**config.mk**
```make
export PLATFORM = sky130hd
export DESIGN_NAME = traffic_phase_sequencer
export DESIGN_NICKNAME = d
export VERILOG_FILES = /design/src/rtl/traffic_phase_sequencer.sv
export SDC_FILE = /design/constraint.sdc
export NUM_CORES = 1
export LEC_CHECK = 0
export CORE_ASPECT_RATIO = 1.75
export CORE_UTILIZATION = 30
export CTS_CLUSTER_DIAMETER = 100
export DETAILED_ROUTE_END_ITERATION = 16
export PLACE_DENSITY = 0.58
export REMOVE_ABC_BUFFERS = 1
export SLEW_MARGIN = 40
export SYNTH_ARGS = -nofsm -noshare
export SYNTH_HDL_FRONTEND = slang
export SYNTH_SLANG_ARGS = --single-unit
```
**constraint.sdc**
```tcl
create_clock -name clk -period 3.6 [get_ports clk]
set_input_delay 1.08 -clock clk [delete_from_list [all_inputs] [get_ports clk]]
set_output_delay 1.08 -clock clk [all_outputs]
set_load 0.01 [all_outputs]
```
**src/rtl/traffic_phase_sequencer.sv**
```systemverilog
`default_nettype none
// ============================================================================
// Module      : traffic_phase_sequencer
// Description : N-approach signal sequencer (all-red -> green -> yellow) with
//               demand skipping, busy extension, night flash, hold and police.
// Revision    : 1.0 - initial release
// ============================================================================
module traffic_phase_sequencer #(
    parameter  int NUM_PHASES = 4,
    parameter  int CNT_W      = 8,
    parameter  int GREEN_T    = 20,
    parameter  int YELLOW_T   = 3,
    parameter  int ALLRED_T   = 2,
    parameter  int EXT_T      = 10,
    localparam int IDX_W      = (NUM_PHASES > 2) ? $clog2(NUM_PHASES) : 1
) (
    input  logic                  clk,
    input  logic                  Reset,
    input  logic                  tick,
    input  logic                  enable,
    input  logic                  pause,
    input  logic [2:0]            mode,
    input  logic [NUM_PHASES-1:0] demand,
    input  logic [IDX_W-1:0]      hold_phase,
    input  logic                  police_step,
    output logic [NUM_PHASES-1:0] green,
    output logic [NUM_PHASES-1:0] yellow,
    output logic [NUM_PHASES-1:0] red,
    output logic [IDX_W-1:0]      active_phase,
    output logic [CNT_W-1:0]      remaining,
    output logic [2:0]            state,
    output logic                  paused
);

    localparam logic [2:0] c_OFF    = 3'd0;
    localparam logic [2:0] c_ALLRED = 3'd1;
    localparam logic [2:0] c_GREEN  = 3'd2;
    localparam logic [2:0] c_YELLOW = 3'd3;
    localparam logic [2:0] c_FLASH  = 3'd4;

    localparam logic [2:0] c_MODE_ORD    = 3'd0;
    localparam logic [2:0] c_MODE_BUSY   = 3'd1;
    localparam logic [2:0] c_MODE_NIGHT  = 3'd2;
    localparam logic [2:0] c_MODE_HOLD   = 3'd3;
    localparam logic [2:0] c_MODE_POLICE = 3'd4;

    localparam int c_CNT_MAX  = (2 ** CNT_W) - 1;
    localparam int c_BUSY_SUM = GREEN_T + EXT_T;
    localparam logic [CNT_W-1:0] c_LD_GREEN  = CNT_W'((GREEN_T > c_CNT_MAX) ? c_CNT_MAX : GREEN_T);
    localparam logic [CNT_W-1:0] c_LD_BUSY   = CNT_W'((c_BUSY_SUM > c_CNT_MAX) ? c_CNT_MAX : c_BUSY_SUM);
    localparam logic [CNT_W-1:0] c_LD_YELLOW = CNT_W'(YELLOW_T);
    localparam logic [CNT_W-1:0] c_LD_ALLRED = CNT_W'(ALLRED_T);
    localparam logic [IDX_W-1:0] c_LAST      = IDX_W'(NUM_PHASES - 1);

    logic [2:0]            r_state;
    logic [IDX_W-1:0]      r_active;
    logic [CNT_W-1:0]      r_remaining;
    logic [NUM_PHASES-1:0] r_green, r_yellow, r_red;
    logic                  r_paused;
    logic                  r_flash;
    logic                  r_fresh;

    logic [2:0]            w_mode;
    logic [IDX_W-1:0]      w_hold_idx;
    logic                  w_expire;
    logic [IDX_W-1:0]      w_base, w_step1, w_search, w_probe, w_next;
    logic                  w_found;
    logic [CNT_W-1:0]      w_green_ld;
    logic [2:0]            w_nst;
    logic [IDX_W-1:0]      w_nact;
    logic [CNT_W-1:0]      w_nrem;
    logic                  w_nflash, w_nfresh;
    logic [NUM_PHASES-1:0] w_onehot, w_ngreen, w_nyellow, w_nred;

    assign w_mode     = (mode > c_MODE_POLICE) ? c_MODE_ORD : mode;
    assign w_hold_idx = (32'(hold_phase) < 32'(NUM_PHASES)) ? hold_phase : '0;
    assign w_expire   = tick && (r_remaining <= CNT_W'(1));

    // Until a green has been served after OFF, the search starts at phase 0.
    assign w_base  = r_fresh ? c_LAST : r_active;
    assign w_step1 = (w_base == c_LAST) ? '0 : w_base + 1'b1;

    always_comb begin
        w_search = w_step1;
        w_found  = 1'b0;
        w_probe  = '0;
        for (int k = 1; k <= NUM_PHASES; k++) begin
            w_probe = IDX_W'((32'(w_base) + 32'(k)) % NUM_PHASES);
            if (!w_found && demand[w_probe]) begin
                w_search = w_probe;
                w_found  = 1'b1;
            end
        end
    end

    assign w_next = (w_mode == c_MODE_HOLD)   ? w_hold_idx :
                    (w_mode == c_MODE_POLICE) ? w_step1    : w_search;
    assign w_green_ld = ((w_mode == c_MODE_BUSY) && demand[w_next]) ? c_LD_BUSY : c_LD_GREEN;

    always_comb begin
        w_nst    = r_state;
        w_nact   = r_active;
        w_nrem   = r_remaining;
        w_nflash = r_flash;
        w_nfresh = r_fresh;
        if (!enable) begin
            w_nst    = c_OFF;
            w_nact   = '0;
            w_nrem   = '0;
            w_nflash = 1'b0;
            w_nfresh = 1'b1;
        end else if (!pause) begin
            case (r_state)
                c_OFF: begin
                    w_nst  = c_ALLRED;
                    w_nrem = c_LD_ALLRED;
                end
                c_ALLRED: begin
                    if (w_expire) begin
                        if (w_mode == c_MODE_NIGHT) begin
                            // remaining reads 0 while flashing
                            w_nst    = c_FLASH;
                            w_nrem   = '0;
                            w_nflash = 1'b1;
                        end else begin
                            w_nst    = c_GREEN;
                            w_nact   = w_next;
                            w_nrem   = w_green_ld;
                            w_nfresh = 1'b0;
                        end
                    end else if (tick) begin
                        w_nrem = r_remaining - CNT_W'(1);
                    end
                end
                c_GREEN: begin
                    if (w_mode == c_MODE_HOLD) begin
                        if (w_hold_idx != r_active) begin
                            w_nst  = c_YELLOW;
                            w_nrem = c_LD_YELLOW;
                        end
                    end else if (w_mode == c_MODE_POLICE) begin
                        if (police_step) begin
                            w_nst  = c_YELLOW;
                            w_nrem = c_LD_YELLOW;
                        end
                    end else if (w_expire) begin
                        w_nst  = c_YELLOW;
                        w_nrem = c_LD_YELLOW;
                    end else if (tick) begin
                        w_nrem = r_remaining - CNT_W'(1);
                    end
                end
                c_YELLOW: begin
                    if (w_expire) begin
                        w_nst  = c_ALLRED;
                        w_nrem = c_LD_ALLRED;
                    end else if (tick) begin
                        w_nrem = r_remaining - CNT_W'(1);
                    end
                end
                c_FLASH: begin
                    if (w_mode != c_MODE_NIGHT) begin
                        w_nst  = c_ALLRED;
                        w_nrem = c_LD_ALLRED;
                    end else if (tick) begin
                        w_nflash = ~r_flash;
                    end
                end
                default: begin
                    w_nst = c_OFF;
                end
            endcase
        end
    end

    always_comb begin
        w_onehot         = '0;
        w_onehot[w_nact] = 1'b1;
        w_ngreen  = (w_nst == c_GREEN) ? w_onehot : '0;
        w_nyellow = (w_nst == c_YELLOW) ? w_onehot :
                    ((w_nst == c_FLASH) && w_nflash) ? '1 : '0;
        w_nred    = (w_nst == c_ALLRED) ? '1 :
                    ((w_nst == c_GREEN) || (w_nst == c_YELLOW)) ? ~w_onehot : '0;
    end

    always_ff @(posedge clk or negedge Reset) begin
        if (!Reset) begin
            r_state     <= c_OFF;
            r_active    <= '0;
            r_remaining <= '0;
            r_green     <= '0;
            r_yellow    <= '0;
            r_red       <= '0;
            r_paused    <= 1'b0;
            r_flash     <= 1'b0;
            r_fresh     <= 1'b1;
        end else begin
            r_state     <= w_nst;
            r_active    <= w_nact;
            r_remaining <= w_nrem;
            r_green     <= w_ngreen;
            r_yellow    <= w_nyellow;
            r_red       <= w_nred;
            r_paused    <= enable && pause && (r_state != c_OFF);
            r_flash     <= w_nflash;
            r_fresh     <= w_nfresh;
        end
    end

    assign green        = r_green;
    assign yellow       = r_yellow;
    assign red          = r_red;
    assign active_phase = r_active;
    assign remaining    = r_remaining;
    assign state        = r_state;
    assign paused       = r_paused;

endmodule
`default_nettype wire

```
# [Word level (Yosys, flattened, before mapping)]
# Cells that the tools add are included.
[classes] magnitude_cmp=9 bitwise_logic=2 muxes=72 n_eq_ne=23 multipliers=0 shifts=0 addsub=6 reduce_logical=17 div=0
[ops] cell="$mux 8" count=11
[ops] cell="$pmux 8 s5" count=1
[ops] cell="$mux 3" count=12
[ops] cell="$mux 2" count=13
[ops] cell="$mux 4" count=6
[ops] cell="$mux 1" count=20
[ops] cell="$eq 3x2->1 const B" count=6
[ops] cell="$lt 2x3->1 const B" count=6
[ops] cell="$pmux 3 s5" count=1
[ops] cell="$bmux 1 s2" count=5
[ops] cell="$eq 3x1->1 const B" count=3
[ops] cell="$eq 3x3->1 const B" count=3
[ops] cell="$logic_and 1x1->1" count=9
[ops] cell="$le 8x1->1 const B" count=1
[ops] cell="$sub 8x1->8 const B" count=1
[ops] cell="$add 2x1->2 const B" count=3
[ops] cell="$ne 6x1->1 const B" count=1
[ops] cell="$mux 5" count=1
[ops] cell="$ne 5x5->1 const B" count=1
[ops] cell="$reduce_and 5->1" count=1
[ops] cell="$add 2x2->2 const B" count=2
[ops] cell="$ne 2x1->1 const B" count=2
[ops] cell="$ne 2x2->1 const B" count=2
[ops] cell="$ne 4x4->1 const B" count=1
[ops] cell="15 further kinds" count=17
[totals] out_inout_bits=26 mem_count=0 in_bits=15 latch_bits=0 register_bits=28 ramBits=0 mem_bits_ro=0 elab_cells=138

# [Depth between registers and ports, before layout]
# Gate-level depths: netlist of the first run.
[depth] depth_word=28 mapped_depth=11 depth_no_buf=10

# [Worst setup path before layout of the first run]
# Ideal clock, no wire load.
[synth_timing] kind="input port to flip-flop" startpoint="in tick" endpoint="reg r_green[1] (netlist: green[1])" required_ns=3.504 arrival_time_ns=2.982 setup_slack_ns=0.522 path_buffers=2 cell_stages=10 setup_time_ns=0.096 cell_sequence="buf_2 -> nor3b_2 -> and3_1 -> buf_2 -> nand2_1 -> nor3_2 -> mux2i_1 -> nand2b_1 -> inv_1 -> nor4b_2"
[synth_between] elab_chain_len=10 word_cells_on_any_way=20 cone_classes="2 x order compare; 1 x eq/ne; 15 x mux; 2 x reduce/logical"
[synth_lines] item="start: declaration" line_no="19" rtl="input logic tick,"
[synth_lines] item="$logic_and 1x1->1 *" line_no="77" rtl="assign w_expire = tick && (r_remaining <= CNT_W'(1));"
[synth_lines] item="$mux 2 *" line_no="119" rtl="if (w_expire) begin"
[synth_lines] item="$mux 2 *" line_no="113" rtl="case (r_state)"
[synth_lines] item="$mux 2 *" line_no="112" rtl="end else if (!pause) begin"
[synth_lines] item="$mux 2 *" line_no="106" rtl="if (!enable) begin"
[synth_lines] item="net w_nact[1]" line_no="70" rtl="logic [IDX_W-1:0] w_nact;"
[synth_lines] item="$lt 2x3->1 (implied by the code) / $ge 2x1->1 (equally long branches)" line_no="178" rtl="w_onehot[w_nact] = 1'b1;"
[synth_lines] item="$logic_and 1x1->1 (implied by the code)" line_no="178"
[synth_lines] item="$mux 1 (implied by the code)" line_no="178"
[synth_lines] item="$demux 1 s2 *" line_no="178"
[synth_lines] item="$mux 4 *" line_no="179" rtl="w_ngreen = (w_nst == c_GREEN) ? w_onehot : '0;"
[synth_lines] item="net w_ngreen[1]" line_no="73" rtl="logic [NUM_PHASES-1:0] w_onehot, w_ngreen, w_nyellow, w_nred;"
[synth_lines] item="end signal: assignment" line_no="201" rtl="r_green <= w_ngreen;"
[synth_lines] item="end: declaration" line_no="58" rtl="logic [NUM_PHASES-1:0] r_green, r_yellow, r_red;"
# The timed path passes the listed nets; every way through them passes the cells marked *.
# A chain may end at the register's enable or synchronous reset.

# [Worst setup path in the final report of the first run]
[layout_timing] startpoint="in demand[0]" endpoint="reg r_yellow[3] (netlist: yellow[3])"
[layout_between] elab_chain_len=24 word_cells_on_any_way=34 cone_classes="2 x order compare; 25 x mux; 7 x reduce/logical"
[layout_lines] item="start: declaration" line_no="23" rtl="input logic [NUM_PHASES-1:0] demand,"
[layout_lines] item="$bmux 1 s2" line_no="89" rtl="if (!w_found && demand[w_probe]) begin"
[layout_lines] item="$mux 1 (implied by the code)" line_no="89"
[layout_lines] item="$mux 1" line_no="89"
[layout_lines] item="$logic_not 1->1" line_no="89"
[layout_lines] item="$logic_and 1x1->1" line_no="89"
[layout_lines] item="$mux 1" line_no="89"
[layout_lines] item="$logic_not 1->1" line_no="89"
[layout_lines] item="$logic_and 1x1->1" line_no="89"
[layout_lines] item="[... 9 more ...]"
[layout_lines] item="$mux 2 *" line_no="112"
[layout_lines] item="$mux 2 *" line_no="106"
[layout_lines] item="$lt 2x3->1 (implied by the code) / $ge 2x1->1 (equally long branches)" line_no="178"
[layout_lines] item="$logic_and 1x1->1 (implied by the code)" line_no="178"
[layout_lines] item="$mux 1 (implied by the code)" line_no="178"
[layout_lines] item="$demux 1 s2 *" line_no="178"
[layout_lines] item="$mux 4 *" line_no="180" rtl="w_nyellow = (w_nst == c_YELLOW) ? w_onehot :"
[layout_lines] item="net w_nyellow[3]" line_no="73"
[layout_lines] item="end signal: assignment" line_no="202" rtl="r_yellow <= w_nyellow;"
[layout_lines] item="end: declaration" line_no="58"
# The timed path passes the listed nets; every way through them passes the cells marked *. The select of a mux whose other input is x is not followed.

==> results of run 1 <==
## sequential cells by signal (all words and copies together) (netlist names)
name          cells
paused            1
red               4
remaining         8
r_flash           1
active_phase      2
green             4
r_fresh           1
yellow            4
state             3
## where the power goes
part           switching [mW]  internal [mW]  leakage [nW]
Combinational           0.113          0.108         0.635
Sequential             0.0198          0.332         0.378
Clock                   0.100          0.149        0.0357
Total                   0.233          0.589          1.05
## cells in the final DEF, fill, tap and decap left out, drive strengths merged, types with 7 or more instances in the layout
master / instances
a21oi: 11
buf: 18
clkdlybuf4s50: 40
dfrtp: 27
inv: 11
nand2: 15
nand3: 10
nor2: 15
o21ai: 19
o31ai: 7
## routing by layer
layer	vias to the layer above	global-route usage (%)	part of all wire, %
li1	887	-	-
met1	885	18.77	38
met2	53	31.29	56
met3	10	2.086	3.1
met4	0	7.792	2.8
met5	-	0	0
## worst max-delay path, cell delays in order
cell and delay [ps]:
clkdlybuf4s50_1 500, o21ai_0 110, o21ai_0 150, mux2_4 300
or4_1 460, a31o_1 280, mux2_4 320, o31ai_1 270
## cell families after synthesis
| family | after synthesis | synth area share, % |
|---|---|---|
| AND/OR/NAND/NOR | 84 | 26.63 |
| AO/OA/AOI/OAI | 62 | 22.01 |
| flip-flops | 28 | 38.11 |
| buffers and inverters | 21 | 4.687 |
| multiplexers | 9 | 5.774 |
| XOR/XNOR | 3 | 1.427 |
| adder cells (fa/ha/maj) | 2 | 1.358 |
## through the flow
| stage | util [%] | cells | area (sq um) | power [mW] |
|---|---|---|---|---|
| global route | 42.54 | 339 | 2501 | 0.8750 |
| floorplan | - | 199 | 1797 | 0.4640 |
| detailed placement | 41.33 | 335 | 2430 | 0.5775 |
| CTS | 42.54 | 339 | 2501 | 0.8340 |
| global placement | 41.33 | 335 | 2430 | 0.5769 |
| finish | 42.54 | 339 | 2501 | 0.8223 |
## cell type report
type / instances / area (sq um) / share of cell area (%)
flip-flops and latches: 28 / 701.9 / 28.06
clock buffers: 3 / 41.29 / 1.651
repair buffers: 58 / 535.5 / 21.41
well taps: 78 / 97.59 / 3.902
inverters: 11 / 41.29 / 1.651
multi-input cells: 160 / 1054 / 42.12
clock inverters: 1 / 30.03 / 1.201
## worst paths after layout
| kind | start | end | slack, ps | cells past startpoint |
|---|---|---|---|---|
| hold reg to reg | remaining[7] | remaining[7] | 500 | 1 |
| min in group asynchronous | Reset | remaining[7] | 1190 | 2 |
| setup reg to reg | active_phase[0] | yellow[3] | 800 | 7 |
| setup / recovery | demand[0] | yellow[3] | 330 | 8 |
| hold / removal | remaining[7] | remaining[7] | 500 | 1 |
| max in group asynchronous | Reset | r_fresh | 2090 | 2 |
==> results.py, run 1 <==
metrics = {
    "clock_tree": {
        "ctsHoldBuffers": 0,
        "cts_buffers": 3,
        "cts_max_level": 1,
        "clock-sinks": 28,
        "postCtsSetupRepairBufs": 0,
        "cts.path.max_buffers": 2,
        "tritoncts": "yes",
        "cts_root_buffer": "clkbuf_8",
        "clk_pin_slew_worst_paths_ps": 100,
        "clkLatencyLatePin_ps": 280,
        "cts_resized": 0,
    },
    "global_route": {
        "grt_first_pass_wirelength_mm": 8.459,
        "grt_pass1_vias": 1821,
        "gr-usage-all-layers_pct": 17.26,
        "grt_max_degree": 29,
        "grt-ovfl-total": 0,
        "antenna_found_initial": 0,
    },
    "synth": {
        "synth_edf_count": 0,
        "ys_warn_count": 0,
        "syn_area_per_cell_sq_um": 8.812,
        "dominantRegCellSynth": "dfrtp_1",
        "syn_area_sq_um": 1842,
        "synth_top_area_share_pct": 36.68,
        "synthMostInstantiatedCell": "dfrtp_1",
        "ys_seq_area_share_pct": 38.11,
        "async_flop_share_pct": 100.0,
        "synth-seq-cells": 28,
        "ys_top_cells_by_count": "27 x dfrtp_1, 19 x o21ai_0, 15 x nand2_1, 14 x nor2_1",
        "synth_top_area_cell": "dfrtp_1",
        "synthTopCellsByArea": "dfrtp_1 37%, o21ai_0 5.2%, nand2_1 3.1%, a21oi_1 3.0%, nor2_1 2.9%",
        "syn_inst": 209,
        "yosys.cell_types.count": 60,
    },
    "route": {
        "first_pass_iters": 4,
        "vias_per_cell": 5.413,
        "drc": 0,
        "detail-route-antenna-nets": 0,
        "drtIter0Drc": 74,
        "routedWlPerCell_microns": 15.03,
        "vias": 1835,
        "wl_mm": 5.095,
    },
    "timing": {
        "hold_ws_ps": 503.7,
        "rsz0062_at_grt": "false",
        "max_slew.worst_pin.slew_ps": 530.6,
        "finalSetupViolCount": 0,
        "fin_setup_tns_ps": 0,
        "fmax_mhz": 305.8,
        "min_period_ps": 3271,
        "drv_slew": 0,
        "min_period_over_period_pct": 90.85,
        "hold_viol": 0,
        "fin_skew_ps": 9.581,
        "slew_headroom_pct": 63.71,
        "setup_ws_ps": 329.4,
    },
    "floorplan": {
        "core_area_sq_um": 5879,
        "die_h_microns": 105.7,
        "start_util_pct": 31.33,
        "die_width_microns": 61.23,
        "ios": 41,
        "row_count": 37,
        "die-area_sq_um": 6469,
    },
    "placed_design": {
        "finalWeightedCongestion": 0.8734,
        "port_buffers": 40,
        "detailed_place_hpwl_mm": 3.974,
        "place_ws_ps": 23.92,
    },
    "layout": {
        "fill_cells": 600,
        "nets": 279,
        "diodes": 0,
        "areaGrowthSynthToFinish_pct": 35.80,
        "drive_gt1_share_pct": 14.94,
    },
    "job": {
        "maxCapViolations": 0,
    },
    "worst_setup_path": {
        "arrival_ps": 3460,
        "crit_required_ps": 3780,
        "crit_path_end_kind": "flop",
        "critPathLaunchType": "input port",
        "crit_path_max_fanout": 6,
        "path_class": "in2reg",
    },
    "power_and_ir_drop": {
        "p_per_area_nw_per_um2": 328.8,
        "p_leak_nw": 1.048,
        "ir_drop_mv": 0.1867,
    },
    "min_path": {
        "hold_class": "reg2reg",
    },
    "run_status": {
        "outcome": "finished, final reports clean",
    },
}
No activity file was read; power rests on OpenSTA's default activity.
==> run 2, diff against run 1 <==
==> constraint.sdc (replaced) <==
create_clock -name clk -period 3.6 [get_ports clk]
set_input_delay 0.54 -clock clk [delete_from_list [all_inputs] [get_ports clk]]
set_output_delay 0.54 -clock clk [all_outputs]
set_load 0.01 [all_outputs]
==> results.py, run 2 (same netlist as run 1, synthesis figures left out) <==
metrics = {
    "run_status": {
        "outcome": "finished, final reports clean",
    },
    "placed_design": {
        "finalWeightedCongestion": 0.8911,
        "dp_cells": 321,
        "detailed_place_hpwl_mm": 3.691,
        "place_ws_ps": 335.0,
        "port_buffers": 40,
    },
    "timing": {
        "max_slew.worst_pin.slew_ps": 684.2,
        "fin_skew_ps": 4.634,
        "finalSetupViolCount": 0,
        "drv_slew": 0,
        "hold_viol": 0,
        "min_period_ps": 3006,
        "min_period_over_period_pct": 83.49,
        "slew_headroom_pct": 54.17,
        "rsz0062_at_grt": "false",
        "setup_ws_ps": 594.5,
        "fin_setup_tns_ps": 0,
        "fmax_mhz": 332.7,
    },
    "route": {
        "drtIter0Drc": 83,
        "detail-route-antenna-nets": 0,
        "vias_per_cell": 5.277,
        "drc": 0,
        "first_pass_iters": 5,
        "wl_mm": 4.851,
        "vias": 1715,
        "routedWlPerCell_microns": 14.93,
    },
    "clock_tree": {
        "cts_max_level": 1,
        "tritoncts": "yes",
        "cts_resized": 0,
        "clock-sinks": 28,
        "cts_root_buffer": "clkbuf_8",
        "cts.path.max_buffers": 2,
        "clkLatencyLatePin_ps": 280,
        "cts_buffers": 3,
        "ctsHoldBuffers": 0,
        "postCtsSetupRepairBufs": 0,
        "clk_pin_slew_worst_paths_ps": 100,
    },
    "power_and_ir_drop": {
        "total_power_mw": 0.8055,
        "p_per_area_nw_per_um2": 336.2,
        "p_leak_nw": 0.9809,
        "ir_drop_mv": 0.2092,
    },
    "layout": {
        "diodes": 0,
        "layoutNonFillerInstCount": 325,
        "nets": 265,
        "layout_common_cells": "40 x clkdlybuf4s50_1, 27 x dfrtp_1, 19 x o21ai_0",
        "final_common_cell": "clkdlybuf4s50_1",
        "drive_gt1_share_pct": 10.12,
        "largest_register_ffs": 8,
        "fill_cells": 613,
        "areaGrowthSynthToFinish_pct": 30.10,
    },
    "floorplan": {
        "die_h_microns": 105.7,
        "die_width_microns": 61.23,
        "start_util_pct": 31.33,
        "die-area_sq_um": 6469,
        "ios": 41,
        "core_area_sq_um": 5879,
        "row_count": 37,
    },
    "worst_setup_path": {
        "crit_path_max_fanout": 9,
        "arrival_ps": 3190,
        "timing.reg2reg.setup_slack_ps": 760,
        "critPathLaunchType": "input port",
        "crit_required_ps": 3790,
        "crit_path_end_kind": "flop",
        "path_class": "in2reg",
    },
    "global_route": {
        "gr-usage-all-layers_pct": 16.13,
        "grt-ovfl-total": 0,
        "grt_max_degree": 29,
        "grt_pass1_vias": 1679,
        "antenna_found_initial": 0,
        "grt_first_pass_wirelength_mm": 7.948,
    },
    "job": {
        "maxCapViolations": 0,
    },
    "min_path": {
        "hold_class": "reg2reg",
    },
}
-- run 2: cell count changes in the layout (fill, tap and decap cells not counted) --
cell   change
buf_4     -14
-- run 2: worst paths after layout --
kind                                      start      endpoint  cells past startpoint
worst max-delay path                       tick     yellow[2]                      8
worst min-delay path               remaining[6]  remaining[6]                      1
worst max register to register  active_phase[0]      green[3]                      7
worst min register to register     remaining[6]  remaining[6]                      1
max in group asynchronous                 Reset       r_fresh                      2
min in group asynchronous                 Reset  remaining[3]                      2
-- run 2: area by class of cell --
class / count / area [sq um] / area share [%]
Clock buffer: 3 / 41.29 / 1.723
Clock inverter: 1 / 30.03 / 1.253
Inverter: 11 / 41.29 / 1.723
Multi-Input combinational cell: 160 / 1054 / 43.97
Sequential cell: 28 / 701.9 / 29.30
Tap cell: 78 / 97.59 / 4.073
Timing Repair Buffer: 44 / 430.4 / 17.96
-- run 2: per-layer routing --
metal	part of all wire (%)	wire length (microns)	up-vias	track usage (%)
met5	0	0	-	0
met4	1.6	80	0	4.870
met3	3.2	157	8	1.963
met2	56	2715	46	29.27
met1	39	1897	810	18.63
li1	-	-	851	-
-- run 2: where the power goes --
group,switching [mW],total (mW),leakage [nW],internal [mW]
registers,0.0199,0.352,0.378,0.332
clock network,0.101,0.250,0.0357,0.149
logic,0.107,0.204,0.568,0.0965
-- run 2: critical path: stages --
cell and delay, ps:
clkdlybuf4s50_1 620, nor3b_2 370, and3_1 330, nand2_1 120, nand3b_1 120, a31oi_1 260
or4b_2 730, o31ai_1 100
-- run 2: through the flow --
stage | util (%) | instance area, sq um | hold slack [ps]
finish | 40.75 | 2396 | 512.0
floorplan | - | 1797 | 244.4
CTS | 40.75 | 2396 | 517.6
global placement | 39.54 | 2325 | 484.7
detailed placement | 39.54 | 2325 | 503.2
global route | 40.75 | 2396 | 535.7
==> run 3, diff against run 2 <==
Settings changed: PLACE_DENSITY 0.58 to 0.6.
Clock period 3.6 ns to 2.6 ns, I/O delays scaled along.
==> results.py, run 3 (same netlist as run 1, synthesis figures left out) <==
metrics = {
    "worst_setup_path": {
        "arrival_ps": 2800,
        "critPathLaunchType": "flop",
        "crit_start": "r_fresh",
        "r2r-start": "r_fresh",
        "crit_required_ps": 2800,
        "crit_path_end_kind": "flop",
        "crit_path_max_fanout": 5,
        "path_class": "reg2reg",
    },
    "timing": {
        "drv_slew": 0,
        "hold_ws_ps": 476.7,
        "min_period_over_period_pct": 100.0,
        "min_period_ps": 2601,
        "rsz0062_at_grt": "true",
        "finalSetupViolCount": 1,
        "max_slew.worst_pin.slew_ps": 416.8,
        "setup_ws_ps": -1.068,
        "fmax_mhz": 384.5,
        "hold_viol": 0,
        "fin_skew_ps": 3.049,
        "slew_headroom_pct": 71.96,
    },
    "layout": {
        "largest_register_ffs": 8,
        "fill_cells": 593,
        "nets": 311,
        "layoutNonFillerInstCount": 371,
        "areaGrowthSynthToFinish_pct": 52.24,
        "layout_common_cells": "50 x buf_4, 40 x clkdlybuf4s50_1, 26 x dfrtp_1",
        "final_common_cell": "buf_4",
        "diodes": 0,
        "drive_gt1_share_pct": 26.96,
    },
    "clock_tree": {
        "cts_buffers": 3,
        "clock-sinks": 28,
        "clk_pin_slew_worst_paths_ps": 110,
        "clkLatencyLatePin_ps": 280,
        "ctsHoldBuffers": 0,
        "cts_max_level": 1,
        "tritoncts": "yes",
        "cts.path.max_buffers": 2,
        "cts_root_buffer": "clkbuf_8",
    },
    "route": {
        "detail-route-antenna-nets": 0,
        "vias_per_cell": 5.261,
        "drtIter0Drc": 58,
        "first_pass_iters": 4,
        "drc": 0,
        "vias": 1952,
        "wl_mm": 5.603,
        "routedWlPerCell_microns": 15.10,
    },
    "floorplan": {
        "die_width_microns": 61.23,
        "die_h_microns": 105.7,
        "ios": 41,
        "die-area_sq_um": 6469,
        "row_count": 37,
        "core_area_sq_um": 5879,
        "start_util_pct": 31.33,
    },
    "power_and_ir_drop": {
        "p_leak_nw": 1.226,
        "ir_drop_mv": 0.2606,
        "p_per_area_nw_per_um2": 430.4,
        "total_power_mw": 1.207,
    },
    "global_route": {
        "grt_pass1_vias": 1991,
        "grt-ovfl-total": 0,
        "grt_first_pass_wirelength_mm": 9.142,
        "grt_max_degree": 29,
        "antenna_found_initial": 0,
        "gr-usage-all-layers_pct": 18.38,
    },
    "placed_design": {
        "finalWeightedCongestion": 0.8583,
        "port_buffers": 40,
        "detailed_place_hpwl_mm": 4.318,
        "dp_cells": 366,
    },
    "run_status": {
        "violations": "negative setup slack",
        "outcome": "finished with violations",
    },
    "min_path": {
        "hold_class": "in2async",
    },
    "job": {
        "maxCapViolations": 0,
    },
}
==> run 3: cell types whose count changed in the layout (fill, tap and decap cells not counted), sizes merged <==
cell and delta:
buf +46
==> run 3: where the power goes <==
group	switching (mW)	internal, mW
Sequential	0.0147	0.460
Clock	0.151	0.206
Combinational	0.187	0.188
==> run 3: metal layers <==
layer / vias up / routed length [microns] / global-route usage, %
met5: - / 0 / 0
li1: 949 / - / -
met2: 46 / 3209 / 33.31
met4: 0 / 144 / 7.468
met1: 943 / 2096 / 20.45
met3: 14 / 152 / 2.086
==> run 3: cell type report <==
type                       count  area [sq um]  share of cell area, %
tap                           78         97.59                  3.481
multi-input combinational    160          1115                  39.76
clock buffer                   3         41.29                  1.473
inverter                      11         41.29                  1.473
timing repair buffer          90         775.7                  27.67
sequential                    28         703.2                  25.08
clock inverter                 1         30.03                  1.071
==> run 3: stage by stage <==
stage / setup slack, ps / area, sq um / TNS (ps) / utilization [%]
after floorplan: -42.09 / 1797 / -111.5 / -
after global placement: -262.2 / 2663 / -1774 / 45.29
after detailed placement: -266.6 / 2663 / -1816 / 45.29
after CTS: 4.290 / 2764 / 0 / 47.01
after global routing: -79.26 / 2804 / -350.6 / 47.69
final: -1.068 / 2804 / -1.068 / 47.69
==> run 3: timing repair <==
action                                  in CTS  in global routing
endpoints found under the setup margin       3                 12
gates resized for setup                      4                 13
pin swaps                                    2                  5
hold endpoints to repair                     0                  0
setup buffers                                1                  0
==> run 3: worst max-delay path, stage by stage, from the launching register on <==
cell and delay, ps:
dfstp_2 600, nor2_4 50, mux2_4 300, mux2_4 270, or4_1 460, a31o_1 260, mux2_4 320, nor4b_4 250
==> run 3: worst paths after layout <==
kind / to / slack, ps / cells past startpoint
setup / recovery: green[3] / -1 / 7
hold / removal: remaining[1] / 480 / 2
setup reg to reg: green[3] / -1 / 7
hold reg to reg: remaining[7] / 510 / 1
max in group asynchronous: r_fresh / 1800 / 2
min in group clk: remaining[7] / 510 / 1
==> RTL change 1: new RTL, settings of run 3 <==
`NUM_PHASES`: 4 -> 8.
--- a/src/rtl/traffic_phase_sequencer.sv
+++ b/src/rtl/traffic_phase_sequencer.sv
@@ -7,5 +7,5 @@
 // ============================================================================
 module traffic_phase_sequencer #(
-    parameter  int NUM_PHASES = 4,
+    parameter  int NUM_PHASES = 8,
     parameter  int CNT_W      = 8,
     parameter  int GREEN_T    = 20,
Interface: changed (6 resized); port bits go from 41 to 59. The function was not compared with the original's and may differ.
==> RTL change 1 against run 3 <==
  * The flow still finishes with violations (setup timing)
  * Fmax decreased by 30%
  * Cell area increased by 100%
  * Synthesized area increased by 82%
  * Clock skew increased by 6.6 ps
  * Largest cell class unchanged
  * Wire length increased by 140%
  * Clock power increased by 99%
  * Worst setup slack got worse by 1100 ps
  * Utilization increased by 4.9 points
  * Total power increased by 100%
  * Critical path type unchanged
  * Sequential cell count increased by 13
  * Via count increased by 110%
==> RTL change 1: results (changes against run 3) <==
\begin{tabular}{lr}
\hline
Metric & Value \\
\hline
\multicolumn{2}{l}{\textbf{Status}} \\
\quad Status & complete, but fails checks \\
\quad Violations in the final reports & setup timing \\
\multicolumn{2}{l}{\textbf{Place}} \\
\quad HPWL after DPL & 10,900 um (+150\%) \\
\quad Final weighted congestion in routability-driven placement & 0.963 (+12\%) \\
\quad Setup slack at placement & -1570 ps (-1310 ps) \\
\quad Input/output buffers & 58 (+45\%) \\
\multicolumn{2}{l}{\textbf{GRT}} \\
\quad Pin count of the biggest net entering global routing & 26 (-10\%) \\
\quad Vias in the first global route & 4,216 (+110\%) \\
\quad Wire length of the first global-routing pass & 21,000 um (+130\%) \\
\quad Met2 Track Usage GR & 47.8\% (+14 points) \\
\multicolumn{2}{l}{\textbf{STA}} \\
\quad \# setup viols final & 29 (+28) \\
\quad Setup Total Neg Slack & -29,710 ps (-29,710 ps) \\
\quad Skew final & 9.64 ps (+6.59 ps) \\
\quad Final WS setup & -1120 ps (-1120 ps) \\
\multicolumn{2}{l}{\textbf{Clock network}} \\
\quad Number of clock buffers inserted by TritonCTS & 5 (+2) \\
\quad CTS root buffer & sky130\_fd\_sc\_hd\_\_clkbuf\_16 \\
\quad Number of H-tree levels & 2 (+1) \\
\multicolumn{2}{l}{\textbf{Route}} \\
\quad Final WL & 13,700 um (+140\%) \\
\quad Starting DRT DRC Count & 297 (+410\%) \\
\quad Vias after detailed routing & 4,069 (+110\%) \\
\multicolumn{2}{l}{\textbf{Pwr}} \\
\quad Sequential power & 694 uW (+46\%) \\
\quad VDD IR-drop max & 0.000382 V (+47\%) \\
\quad Power, Total & 2440 uW (+100\%) \\
\quad Power dissipated by switching net loads & 799 uW (+130\%) \\
\multicolumn{2}{l}{\textbf{Yosys}} \\
\quad Top cells by instance count after synthesis & 40 x sky130\_fd\_sc\_hd\_\_dfrtp\_1, 35 x sky130\_fd\_sc\_hd\_\_o21ai\_0, 30 x sky130\_fd\_sc\_hd\_\_nand2\_1, 30 x sky130\_fd\_sc\_hd\_\_nor2\_1, 21 x sky130\_fd\_sc\_hd\_\_nor3\_1 \\
\quad Post-synthesis area per instance & 8.11 um2 (-7.9\%) \\
\quad Distinct cell type count of the synthesized netlist & 75 (+25\%) \\
\quad Sequential share of the synthesized area & 30.7\% (-7.5 points) \\
\quad Synth top area cells & sky130\_fd\_sc\_hd\_\_dfrtp\_1 30\%, sky130\_fd\_sc\_hd\_\_o21ai\_0 5.2\%, sky130\_fd\_sc\_hd\_\_nand2\_1 3.4\% \\
\multicolumn{2}{l}{\textbf{Setup path}} \\
\quad Worst-path maximum fanout & 7 (+2) \\
\quad Slowest cell on the critical path & sky130\_fd\_sc\_hd\_\_or4b\_1 \\
\quad Crit path DAT & 3870 ps (+1070 ps) \\
\multicolumn{2}{l}{\textbf{Layout}} \\
\quad Total number of nets in the final design & 615 (+98\%) \\
\hline
\end{tabular}
-- RTL change 1: per-layer routing --
layer | share of wire, % | routed length (um)
met1 | 32 | 4360
met2 | 56 | 7650
met3 | 2.5 | 349
met4 | 9.8 | 1340
met5 | 0 | 0
-- RTL change 1: cell families after synthesis --
| group | Yosys count | synth area share [%] |
|---|---|---|
| flip-flops | 41 | 30.7 |
| AO/OA/AOI/OAI | 146 | 29.8 |
| XOR/XNOR | 7 | 1.83 |
| AND/OR/NAND/NOR | 168 | 28.1 |
| buffers and inverters | 37 | 5.04 |
| multiplexers | 11 | 3.40 |
| adder cells (fa/ha/maj) | 3 | 1.12 |
-- RTL change 1: area by class of cell --
type | count | area (um2) | area share [%]
inverters | 13 | 48.8 | 0.863
multi-input cells | 335 | 2570 | 45.4
flip-flops and latches | 41 | 1030 | 18.2
well taps | 130 | 163 | 2.88
clock buffers | 5 | 125 | 2.21
repair buffers | 196 | 1680 | 29.7
clock inverters | 3 | 46.3 | 0.818
-- RTL change 1: what timing repair did --
| item | CTS | global route |
|---|---|---|
| setup buffers | 6 | 3 |
| gates cloned | 1 | 1 |
| gates resized for setup | 57 | 46 |
| pin swaps | 18 | 20 |
| endpoints found under the setup margin | 31 | 31 |
-- RTL change 1: through the flow --
step	instance area, um2	hold WS, ps
floorplan	3230	94.4
global placement	4940	389
detailed placement	4940	392
CTS	5410	84.6
global route	5660	112
finish	5660	63.1
-- RTL change 1: worst paths after layout --
check,startpoint,endpoint,slack [ps],depth (start not counted)
hold / removal,Reset,remaining[0],60,1
min in group clk,remaining[0],remaining[0],620,2
setup / recovery,r_fresh,red[0],-1120,15
max in group asynchronous,Reset,r_fresh,1930,2
setup reg to reg,r_fresh,red[0],-1120,15
hold reg to reg,remaining[0],remaining[0],620,2
==> RTL change 2: new RTL, settings of run 3 <==
Made on the original files. Add an input register stage for `mode`, without a reset; this delays it by one clock. The other inputs are not delayed to match.
--- a/src/rtl/traffic_phase_sequencer.sv
+++ b/src/rtl/traffic_phase_sequencer.sv
@@ -53,4 +53,10 @@
     localparam logic [IDX_W-1:0] c_LAST      = IDX_W'(NUM_PHASES - 1);
 
+    logic [2:0] mode_q;
+
+    always_ff @(posedge clk) begin
+        mode_q <= mode;
+    end
+
     logic [2:0]            r_state;
     logic [IDX_W-1:0]      r_active;
@@ -73,5 +79,5 @@
     logic [NUM_PHASES-1:0] w_onehot, w_ngreen, w_nyellow, w_nred;
 
-    assign w_mode     = (mode > c_MODE_POLICE) ? c_MODE_ORD : mode;
+    assign w_mode     = (mode_q > c_MODE_POLICE) ? c_MODE_ORD : mode_q;
     assign w_hold_idx = (32'(hold_phase) < 32'(NUM_PHASES)) ? hold_phase : '0;
     assign w_expire   = tick && (r_remaining <= CNT_W'(1));
Check against the original RTL: not equivalent (Yosys sat finds a counterexample within 4 cycles, from zero or initial values and one cycle with Reset low).
==> RTL change 2 against run 3 <==
  * Wire length rose by 12%
  * Total power rose by 27%
  * Worst setup slack improved by 48 ps
  * Critical path depth rose by 2
  * Hold slack improved by 22 ps
  * First-iteration DRC count rose by 130%
  * Sequential cell count rose by 3
  * Cell count rose by 11%
  * Clock power rose by 62%
  * Cell area rose by 11%
  * Synthesized area rose by 18%
  * Utilization fell by 2.8 points
==> RTL change 2: results (changes against run 3) <==
\begin{tabular}{lr}
\hline
Metric & Value \\
\hline
\multicolumn{2}{l}{\textbf{Yosys}} \\
\quad Distinct cell type count of the synthesized netlist & 66 (+10\%) \\
\quad Top cells by instance count after synthesis & 27 x sky130\_fd\_sc\_hd\_\_dfrtp\_1, 21 x sky130\_fd\_sc\_hd\_\_o21ai\_0, 18 x sky130\_fd\_sc\_hd\_\_nor2\_1, 16 x sky130\_fd\_sc\_hd\_\_a21oi\_1, 16 x sky130\_fd\_sc\_hd\_\_nand2\_1 \\
\quad Sequential share of the synthesized area & 35.2\% (-2.9 points) \\
\quad Share of async-settable or async-resettable flops after synthesis & 90.3\% (-9.7 points) \\
\quad Post-synthesis area per instance & 8.66 um2 (-1.7\%) \\
\quad Synth top area cells & sky130\_fd\_sc\_hd\_\_dfrtp\_1 31\%, sky130\_fd\_sc\_hd\_\_o21ai\_0 4.9\%, sky130\_fd\_sc\_hd\_\_a21oi\_1 3.7\% \\
\multicolumn{2}{l}{\textbf{Pwr}} \\
\quad Net switching share of the total power & 30.3\% (+1.1 points) \\
\quad VDD IR-drop max & 0.000290 V (+11\%) \\
\quad Part of the power in registers & 34.9\% (-4.4 points) \\
\quad Pwr Density & 495 nW/um2 (+15\%) \\
\quad Total clock network power & 580 uW (+62\%) \\
\multicolumn{2}{l}{\textbf{STA}} \\
\quad Worst hold slack & 498 ps (+21.5 ps) \\
\quad Least-Margin Pin Slew & 627 ps (+211 ps) \\
\multicolumn{2}{l}{\textbf{Place}} \\
\quad Setup slack at placement & -215 ps (+51.7 ps) \\
\quad Number of cells after detailed placement & 398 (+8.7\%) \\
\quad HPWL after DPL & 4610 um (+6.8\%) \\
\quad Final weighted congestion in routability-driven placement & 0.842 (-1.9\%) \\
\multicolumn{2}{l}{\textbf{GRT}} \\
\quad Wire length of the first global-routing pass & 10,200 um (+11\%) \\
\quad Vias in the first global route & 2,123 (+6.6\%) \\
\multicolumn{2}{l}{\textbf{Status}} \\
\quad Status & finished clean \\
\multicolumn{2}{l}{\textbf{Layout}} \\
\quad Total number of nets in the final design & 342 (+10\%) \\
\quad Filler cell count in the final layout & 680 (+15\%) \\
\multicolumn{2}{l}{\textbf{Clock network}} \\
\quad Number of clock buffers inserted by TritonCTS & 5 (+2) \\
\quad CTS root buffer & sky130\_fd\_sc\_hd\_\_clkbuf\_16 \\
\quad Clk pin slew, worst setup/hold paths & 50 ps (-60 ps) \\
\quad Number of H-tree levels & 2 (+1) \\
\multicolumn{2}{l}{\textbf{Setup path}} \\
\quad Launch point of the worst reg-to-reg path & remaining[1] \\
\quad Reg-to-reg critical path endpoint & yellow[3] \\
\quad Crit path DAT & 2730 ps (-70 ps) \\
\quad Setup slack on the worst flop-to-flop path & 50 ps (+50 ps) \\
\hline
\end{tabular}
RTL change 2: critical path: stages (launching register included):
cell	delay [ps]
sky130_fd_sc_hd__dfrtp_1	430
sky130_fd_sc_hd__inv_2	130
sky130_fd_sc_hd__ha_4	150
sky130_fd_sc_hd__or2_4	130
sky130_fd_sc_hd__nand4_2	100
sky130_fd_sc_hd__or2_1	280
sky130_fd_sc_hd__or4_4	420
sky130_fd_sc_hd__o311a_4	400
sky130_fd_sc_hd__and3_4	190
sky130_fd_sc_hd__a31o_1	210
RTL change 2: worst max path at each step:
stage / end / cells after the start / start / slack, ps
floorplan: yellow[3] / 7 / remaining[4] / 160
finish: yellow[3] / 9 / remaining[1] / 50
detailed placement: yellow[3] / 8 / tick / -210
global route: yellow[3] / 9 / remaining[1] / -50
CTS: yellow[2] / 8 / tick / 70
global placement: yellow[0] / 8 / tick / -210
RTL change 2: metal layers:
layer	track usage, %	part of all wire (%)	vias up
li1	-	-	1078
met1	19.6	40	1047
met2	31.6	53	43
met3	2.39	2.8	16
met4	9.79	3.8	0
met5	0	0	-
RTL change 2: logic make-up after synthesis:
group	share of synthesized area (%)
adders and majority gates	1.16
xor gates and xnor gates	2.02
buffers and inverters	6.07
DFF	35.2
muxes	1.45
AOI/OAI and AO/OA	25.4
and+or+nand+nor	28.7
RTL change 2: area by class of cell:
cell class	count	area (um2)	area share (%)
Sequential cell	31	763	24.6
Multi-Input combinational cell	195	1330	42.8
Tap cell	84	105	3.39
Clock buffer	5	125	4.04
Timing Repair Buffer	83	726	23.4
Inverter	9	33.8	1.09
Clock inverter	3	20.0	0.646
RTL change 2: what timing repair did:
action / in CTS / in global routing
hold endpoints to repair: 0 / 0
hold buffers: 0 / 0
setup endpoints to repair: 0 / 14
buffers inserted: 0 / 4
gates resized for setup: 0 / 16
